### src/rtl/irq_trig_chan.sv
// rtl/irq_trig_chan.sv - one interrupt channel: synchroniser, glitch filter, state and trig flops
module irq_trig_chan #(
   parameter int   SYNC_STAGES = 2,
   parameter int   FILTER      = 3,
   parameter logic RISE        = 1'b1,
   parameter logic FALL        = 1'b0,
   parameter logic LEVEL       = 1'b0,
   parameter logic INIT        = 1'b0
) (
   input  logic bus_clk,
   input  logic bus_reset_l,
   input  logic irq_in,
   output logic trig,
   output logic state
);

   logic [SYNC_STAGES-1:0] sync_q;
   logic [SYNC_STAGES-1:0] sync_d;
   logic                   state_q;
   logic                   state_d;
   logic                   trig_q;
   logic                   trig_d;

   assign sync_d = {sync_q[SYNC_STAGES-2:0], irq_in};

   generate
      if (FILTER == 0) begin : g_bypass
         assign state_d = sync_d[SYNC_STAGES-1];
      end else begin : g_filter
         localparam int CW = $clog2(FILTER + 1);
         logic [CW-1:0] cnt_q;
         logic [CW-1:0] cnt_d;
         logic          s;

         assign s = sync_q[SYNC_STAGES-1];

         // The count only survives while the synchronised input disagrees with state.
         always_comb begin
            cnt_d   = '0;
            state_d = state_q;
            if (s != state_q) begin
               if (cnt_q == CW'(FILTER - 1)) begin
                  state_d = s;
               end else begin
                  cnt_d = cnt_q + 1'b1;
               end
            end
         end

         always_ff @(posedge bus_clk or negedge bus_reset_l) begin
            if (!bus_reset_l) begin
               cnt_q <= '0;
            end else begin
               cnt_q <= cnt_d;
            end
         end
      end
   endgenerate

   always_comb begin
      trig_d = (RISE & state_d & ~state_q) | (FALL & ~state_d & state_q);
      if (LEVEL) begin
         trig_d = state_d;
      end
   end

   always_ff @(posedge bus_clk or negedge bus_reset_l) begin
      if (!bus_reset_l) begin
         sync_q  <= {SYNC_STAGES{INIT}};
         state_q <= INIT;
         trig_q  <= INIT & LEVEL;
      end else begin
         sync_q  <= sync_d;
         state_q <= state_d;
         trig_q  <= trig_d;
      end
   end

   assign trig  = trig_q;
   assign state = state_q;

endmodule

### src/rtl/irq_trig_cond.sv
// rtl/irq_trig_cond.sv - per-channel interrupt input conditioner feeding the interrupt register
module irq_trig_cond #(
   parameter int                   DATAWIDTH   = 32,
   parameter int                   SYNC_STAGES = 2,
   parameter int                   FILTER      = 3,
   parameter logic [DATAWIDTH-1:0] RISE        = '1,
   parameter logic [DATAWIDTH-1:0] FALL        = '0,
   parameter logic [DATAWIDTH-1:0] LEVEL       = '0,
   parameter logic [DATAWIDTH-1:0] INIT        = '0
) (
   input  logic                 bus_clk,
   input  logic                 bus_reset_l,
   input  logic [DATAWIDTH-1:0] irq_in,
   output logic [DATAWIDTH-1:0] trig,
   output logic [DATAWIDTH-1:0] state
);

   generate
      for (genvar i = 0; i < DATAWIDTH; i++) begin : g_chan
         irq_trig_chan #(
            .SYNC_STAGES (SYNC_STAGES),
            .FILTER      (FILTER),
            .RISE        (RISE[i]),
            .FALL        (FALL[i]),
            .LEVEL       (LEVEL[i]),
            .INIT        (INIT[i])
         ) u_chan (
            .bus_clk     (bus_clk),
            .bus_reset_l (bus_reset_l),
            .irq_in      (irq_in[i]),
            .trig        (trig[i]),
            .state       (state[i])
         );
      end
   endgenerate

endmodule

### config.mk
export PLATFORM = sky130hd
export DESIGN_NAME = irq_trig_cond
export DESIGN_NICKNAME = d
export VERILOG_FILES = /design/src/rtl/irq_trig_chan.sv /design/src/rtl/irq_trig_cond.sv
export SDC_FILE = /design/constraint.sdc
export NUM_CORES = 1
export LEC_CHECK = 0
export ABC_AREA = 1
export CAP_MARGIN = 5
export CORE_MARGIN = 2
export CORE_UTILIZATION = 54
export DETAILED_ROUTE_END_ITERATION = 16
export GPL_TIMING_DRIVEN = 0
export HOLD_SLACK_MARGIN = 0.12
export PLACE_DENSITY = 0.79
export SETUP_SLACK_MARGIN = 0.3
export SLEW_MARGIN = 20
export SYNTH_ARGS = -nofsm -noshare
export SYNTH_HDL_FRONTEND = slang
export SYNTH_SLANG_ARGS = --single-unit
### constraint.sdc
create_clock -name bus_clk -period 0.9 [get_ports bus_clk]
set_input_delay 0.135 -clock bus_clk [delete_from_list [all_inputs] [get_ports bus_clk]]
set_output_delay 0.135 -clock bus_clk [all_outputs]
set_load 0.05 [all_outputs]
==> reports/results.ini <==
[sta]
fmax_ghz = 0.7639
rsz0062_at_grt = true
layout_setup_ws_ns = -0.4091
fin_setup_tns_ns = -22.40
period_share_pct = 145.5
slew_violations = 0
whs_ns = -0.3667
min_period_ns = 1.309
finalSetupViolCount = 108
finalHoldViolCount = 89
relSlewSlack_pct = 67.17
fin_worst_skew_ns = 0.01347
tightest_slew_ns = 0.4925

[cells_and_area]
final-seq-area_um2 = 4805
num-nets-final = 916
fill_cells = 565
area_growth_pct = 53.40
diodes = 0
multiInputGateArea_um2 = 2285
layout-drive-gt1-share_pct = 57.96
finalNonFillerCells = 1068
utilization_pct = 84.02

[die]
ios = 98
die_w_um = 119.2
fp.dieArea_um2 = 14210
die_h_um = 119.2
core-area_um2 = 13090
rows = 42
start_util_pct = 54.77

[drt]
wl_met1_um = 6804
dr_wl_met3_um = 689
num_vias = 5350
drc = 0
drt-initial-drc-count = 293
wl_um = 18380
ant_nets = 0
routed.top_layer = met4
route.met2.wl_um = 10380
routedWlPerCell_um = 17.21
via_per_inst = 5.009
drtPass1Iterations = 4

[yosys]
synth.avg_cell_area_um2 = 10.18
synth_cell_types = 9
ys_ff_latch = 192
seq_area_frac_synth_pct = 67.04
ys_warn_count = 0
synth_cells = 704
synth_nets = 738
synth_area_um2 = 7167

[pwr]
p_comb_share_pct = 47.8
power.leakage_nw = 5.319
swShare_pct = 39.66
power_switching_mw = 15.03
intPower_mw = 22.86
power.total_mw = 37.89
p_per_area_nw_per_um2 = 3446
ir_drop_uv = 2311
power_frac_seq_pct = 32.8
clkPwrFrac_pct = 19.4

[clocking]
cts_max_level = 4
cts_tree = yes
clock_latency_ns = 0.44
clock_path_buffers = 2
clock-sinks = 192
cts-root-buf = clkbuf_16
numCtsBuffers = 17
clkTransAtPathRegs_ns = 0.08

[global_routing]
grt_max_degree = 104
antenna_found_initial = 0
grt.total_usage_pct = 22.92
grt_overflow = 0
grt_pass1_wl_um = 25650
first_global_vias = 5609

[setup_path]
crit_type = flip-flop to primary output
end_kind = primary output
cp.required_ns = 0.76
cp.arrival_ns = 1.17
cp_max_fo = 2
start_kind = flip-flop

[placement]
place_hpwl_um = 8314
gp_congestion = 0.7573
port_buffers = 97
dp_cells = 978

[status]
violations = negative hold slack, negative setup slack
outcome = finished with violations

[min_path]
hp-class = primary input to asynchronous set/reset pin

[flow_run]
maxCapViolCount = 0

[layer usage]
metal / vias to the layer above / track usage (%)
met5: - / 0
li1: 2410 / -
met3: 50 / 4.789
met4: 0 / 9.524
met1: 2737 / 24.99
met2: 153 / 43.00
[power groups by stage]
stage | registers, mW | logic [mW] | clock network (mW)
final | 12.4 | 18.1 | 7.35
after global routing | 12.6 | 19.1 | 7.80
after CTS | 12.2 | 14.7 | 7.27
after detailed placement | 12.5 | 10.8 | 0
after global placement | 12.3 | 10.2 | 0
after floorplan | 12.1 | 8.18 | 0
[repair_timing]
item | 4_1_cts | 5_1_grt
buffers inserted | 35 | 25
endpoints found under the hold margin | 89 | 89
endpoints found under the setup margin | 295 | 295
gates resized for setup | 658 | 187
cloned | 0 | 1
pin swaps | 34 | 46
[worst max-delay path, cell delays in order (launching register included)]
cell,delay [ns]
dfrtp_1,0.45
buf_6,0.16
buf_8,0.14
[worst paths after layout]
kind / cells after the start / slack (ns) / end / startpoint
worst min register to register: 0 / 0.35 / g_chan[20].u_chan.sync_q[1]$_DFF_PN0_ / g_chan[20].u_chan.sync_q[0]$_DFF_PN0_
min in group bus_clk: 1 / 0.14 / g_chan[31].u_chan.sync_q[0]$_DFF_PN0_ / irq_in[31]
max in group asynchronous: 2 / 0.57 / g_chan[3].u_chan.state$_DFF_PN0_ / bus_reset_l
worst max-delay path: 2 / -0.41 / state[14] / g_chan[14].u_chan.state$_DFF_PN0_
worst max register to register: 5 / -0.14 / g_chan[14].u_chan.g_filter.cnt_q[1]$_DFF_PN0_ / g_chan[14].u_chan.state$_DFF_PN0_
worst min-delay path: 1 / -0.37 / g_chan[10].u_chan.sync_q[1]$_DFF_PN0_ / bus_reset_l
[area by class of cell]
cell class                      instances  share of cell area, %
Sequential cell                       192                  43.70
Multi-Input combinational cell        320                  20.78
Timing Repair Buffer                  159                  16.85
Buffer                                 64                  6.555
Inverter                              128                  5.076
Clock buffer                           23                  4.256
Tap cell                              176                  2.003
Clock inverter                          6                 0.7739
[placed cells by master (no fill, tap or decap), drive strengths merged]
cell and n:
a21oi 64, buf 190, bufinv 2, clkbuf 24, clkdlybuf4s50 32, clkinv 2
clkinvlp 2, dfrtp 192, inv 128, nand2 192, nor2 32, o21ai 32
[cell families (layout without fill, tap and decap cells)]
family | Yosys count | after routing | share of synthesized area [%]
compound gates | 96 | 96 | 6.704
simple gates | 224 | 224 | 12.85
buf+inv | 192 | 380 | 13.41
flops | 192 | 192 | 67.04
[cell usage after synthesis]
master,n,area share [%]
nor2_1,32,1.7
nand2_2,32,2.8
inv_2,8,0.42
o21ai_1,32,2.2
a21oi_1,64,4.5
buf_4,64,6.7
dfrtp_1,192,67
inv_1,120,6.3
nand2_1,160,8.4
[stage by stage]
stage | instance area [um2] | worst slack, ns
after floorplan | 7407 | 0.2111
after global placement | 8598 | -7.658
after detailed placement | 8631 | -0.5529
after CTS | 10150 | -0.3431
after global routing | 10990 | -0.4194
final | 10990 | -0.4091
[state kept, by name, summed over array words and instances (netlist names)]
name	cells
g_chan.u_chan.g_filter.cnt_q	64
g_chan.u_chan.trig	32
g_chan.u_chan.sync_q	64
g_chan.u_chan.state	32
(Power assumes the default switching activity.)
==> edit: new RTL, same settings <==
Register the input `irq_in` before use, without a reset. The logic sees it one clock later.
--- a/src/rtl/irq_trig_cond.sv
+++ b/src/rtl/irq_trig_cond.sv
@@ -15,6 +15,12 @@
    output logic [DATAWIDTH-1:0] state
 );
 
+   logic [DATAWIDTH-1:0] irq_q;
+
+   always_ff @(posedge bus_clk) begin
+       irq_q <= irq_in;
+   end
+
    generate
       for (genvar i = 0; i < DATAWIDTH; i++) begin : g_chan
          irq_trig_chan #(
@@ -27,7 +33,7 @@
          ) u_chan (
             .bus_clk     (bus_clk),
             .bus_reset_l (bus_reset_l),
-            .irq_in      (irq_in[i]),
+            .irq_in      (irq_q[i]),
             .trig        (trig[i]),
             .state       (state[i])
          );
Formal check against the unedited RTL: not equivalent (a bounded check fails within 10 cycles, from zero or initial values and one cycle with bus_reset_l low).
==> edit against the original RTL <==
  * Cell area up 8.9%
  * Highest routed layer unchanged
  * Sequential cell count up 32
  * Clock power up 31%
  * Critical path type unchanged
  * Setup slack worse by 42 ps
  * Routed wire length up 1.5%
  * Fmax down 3.1%
  * Synthesized area up 8.9%
  * Total power up 12%
  * The run still ends with negative hold slack, negative setup slack left
==> edit: results (changes against the original RTL) <==
\begin{tabular}{lr}
\hline
Metric & Value \\
\hline
\multicolumn{2}{l}{\textbf{Run status}} \\
\quad Outcome & finished, violations left (unchanged) \\
\quad Violated checks & negative hold slack, negative setup slack (unchanged) \\
\multicolumn{2}{l}{\textbf{STA}} \\
\quad Number of endpoints failing setup at the final stage & 128 (was 108) \\
\quad Final Hold Slack & -471.6 ps (was -366.7 ps) \\
\quad Slew of the pin with the lowest slew margin & 356.1 ps (was 492.5 ps) \\
\quad Worst Slack Setup Final & -450.7 ps (was -409.1 ps) \\
\quad Hold Vio Cnt, Final & 77 (was 89) \\
\multicolumn{2}{l}{\textbf{Synth}} \\
\quad Synth area leaders & sky130\_fd\_sc\_hd\_\_dfrtp\_1 (62\%), sky130\_fd\_sc\_hd\_\_dfxtp\_1 (8.2\%), sky130\_fd\_sc\_hd\_\_nand2\_1 (7.7\%) (was sky130\_fd\_sc\_hd\_\_dfrtp\_1 (67\%), sky130\_fd\_sc\_hd\_\_nand2\_1 (8.4\%), sky130\_fd\_sc\_hd\_\_buf\_4 (6.7\%)) \\
\quad Post-synthesis async set-or-reset flop share & 0.8571 (was 1.000) \\
\quad Syn nets & 770 (was 738) \\
\quad Synth cell types & 10 (was 9) \\
\multicolumn{2}{l}{\textbf{Global route}} \\
\quad GR Util All Layers & 0.2056 (was 0.2292) \\
\quad Via count of the first global-routing pass & 5887 (was 5609) \\
\quad Maximum number of pins on one net before global-route repair & 46 (was 104) \\
\quad Wire length of the first global-routing pass & 26250 um (was 25650 um) \\
\multicolumn{2}{l}{\textbf{Clocking}} \\
\quad Longest Clk Path Bufs & 3 (was 2) \\
\quad CTS Buf Count & 23 (was 17) \\
\quad Register clock-pin slew on the reported worst setup and hold paths & 60 ps (was 80 ps) \\
\multicolumn{2}{l}{\textbf{Detailed routing}} \\
\quad Wire length per cell & 16.64 um (was 17.21 um) \\
\quad Number of DRC violations after detailed-routing iteration 0 & 204 (was 293) \\
\quad Detailed-route vias per instance & 4.921 (was 5.009) \\
\multicolumn{2}{l}{\textbf{Layout}} \\
\quad Share of cells above drive strength 1 & 0.5558 (was 0.5796) \\
\multicolumn{2}{l}{\textbf{Pwr}} \\
\quad Leak Pwr & 5.753 nW (was 5.319 nW) \\
\multicolumn{2}{l}{\textbf{Place}} \\
\quad Routability congestion estimate from global placement & 0.7028 (was 0.7573) \\
\quad Half-perimeter wire length after detailed placement & 9026 um (was 8314 um) \\
\hline
\end{tabular}
edit: changes by cell type after synthesis:
cell and delta:
sky130_fd_sc_hd__dfxtp_1 +32
edit: cells by family after synthesis:
family          after synthesis
compound gates               96
buf+inv                     192
flops                       224
simple gates                224
edit: power groups by stage:
| stage | registers (mW) | logic [mW] | clock network, mW |
|---|---|---|---|
| global route | 14.2 | 19.6 | 10.3 |
| detailed placement | 14.2 | 11.1 | 0 |
| global placement | 14.0 | 10.4 | 0 |
| floorplan | 13.8 | 8.36 | 0 |
| CTS | 13.9 | 14.7 | 9.77 |
| finish | 14.1 | 18.6 | 9.63 |
edit: layout make-up:
cell class,count,area (um^2)
Sequential cell,224,5445
Clock inverter,8,123.9
Clock buffer,33,653.1
Tap cell,180,225.2
Timing Repair Buffer,164,1991
Inverter,128,558.0
Fill cell,598,2018
Buffer,64,720.7
Multi-Input combinational cell,320,2253
edit: path summary, 6_finish.rpt:
kind,startpoint,to,cells past startpoint
setup / recovery,g_chan[17].u_chan.state$_DFF_PN0_,state[17],2
hold / removal,bus_reset_l,g_chan[16].u_chan.trig$_DFF_PN0_,1
setup reg to reg,g_chan[19].u_chan.state$_DFF_PN0_,g_chan[19].u_chan.g_filter.cnt_q[1]$_DFF_PN0_,5
hold reg to reg,irq_q[5]$_DFF_P_,g_chan[5].u_chan.sync_q[0]$_DFF_PN0_,0
max in group asynchronous,bus_reset_l,g_chan[27].u_chan.g_filter.cnt_q[1]$_DFF_PN0_,3
min in group bus_clk,irq_in[7],irq_q[7]$_DFF_P_,1
edit: metrics by stage:
stage          setup WS [ps]  instances  area (um^2)  power (mW)
2_1_floorplan          211.1        736         8048       22.15
3_3_place_gp           -7685       1013         9244       24.43
3_5_place_dp          -544.8       1015         9304       25.30
4_1_cts               -437.2       1088        11030       38.34
5_1_grt               -479.0       1121        11970       44.12
6_report              -450.7       1121        11970       42.27
edit: per-layer routing:
layer	global-route usage	vias to the layer above
met1	0.2175	2789
met2	0.3992	138
met3	0.04303	53
met5	0	-
li1	-	2536
met4	0.07204	0
edit: timing repair:
item	4_1_cts	5_1_grt
endpoints found under the setup margin	271	192
endpoints found under the hold margin	143	143
buffers inserted	30	33
resized for setup	645	199
pin swaps	47	54
gates cloned	2	0
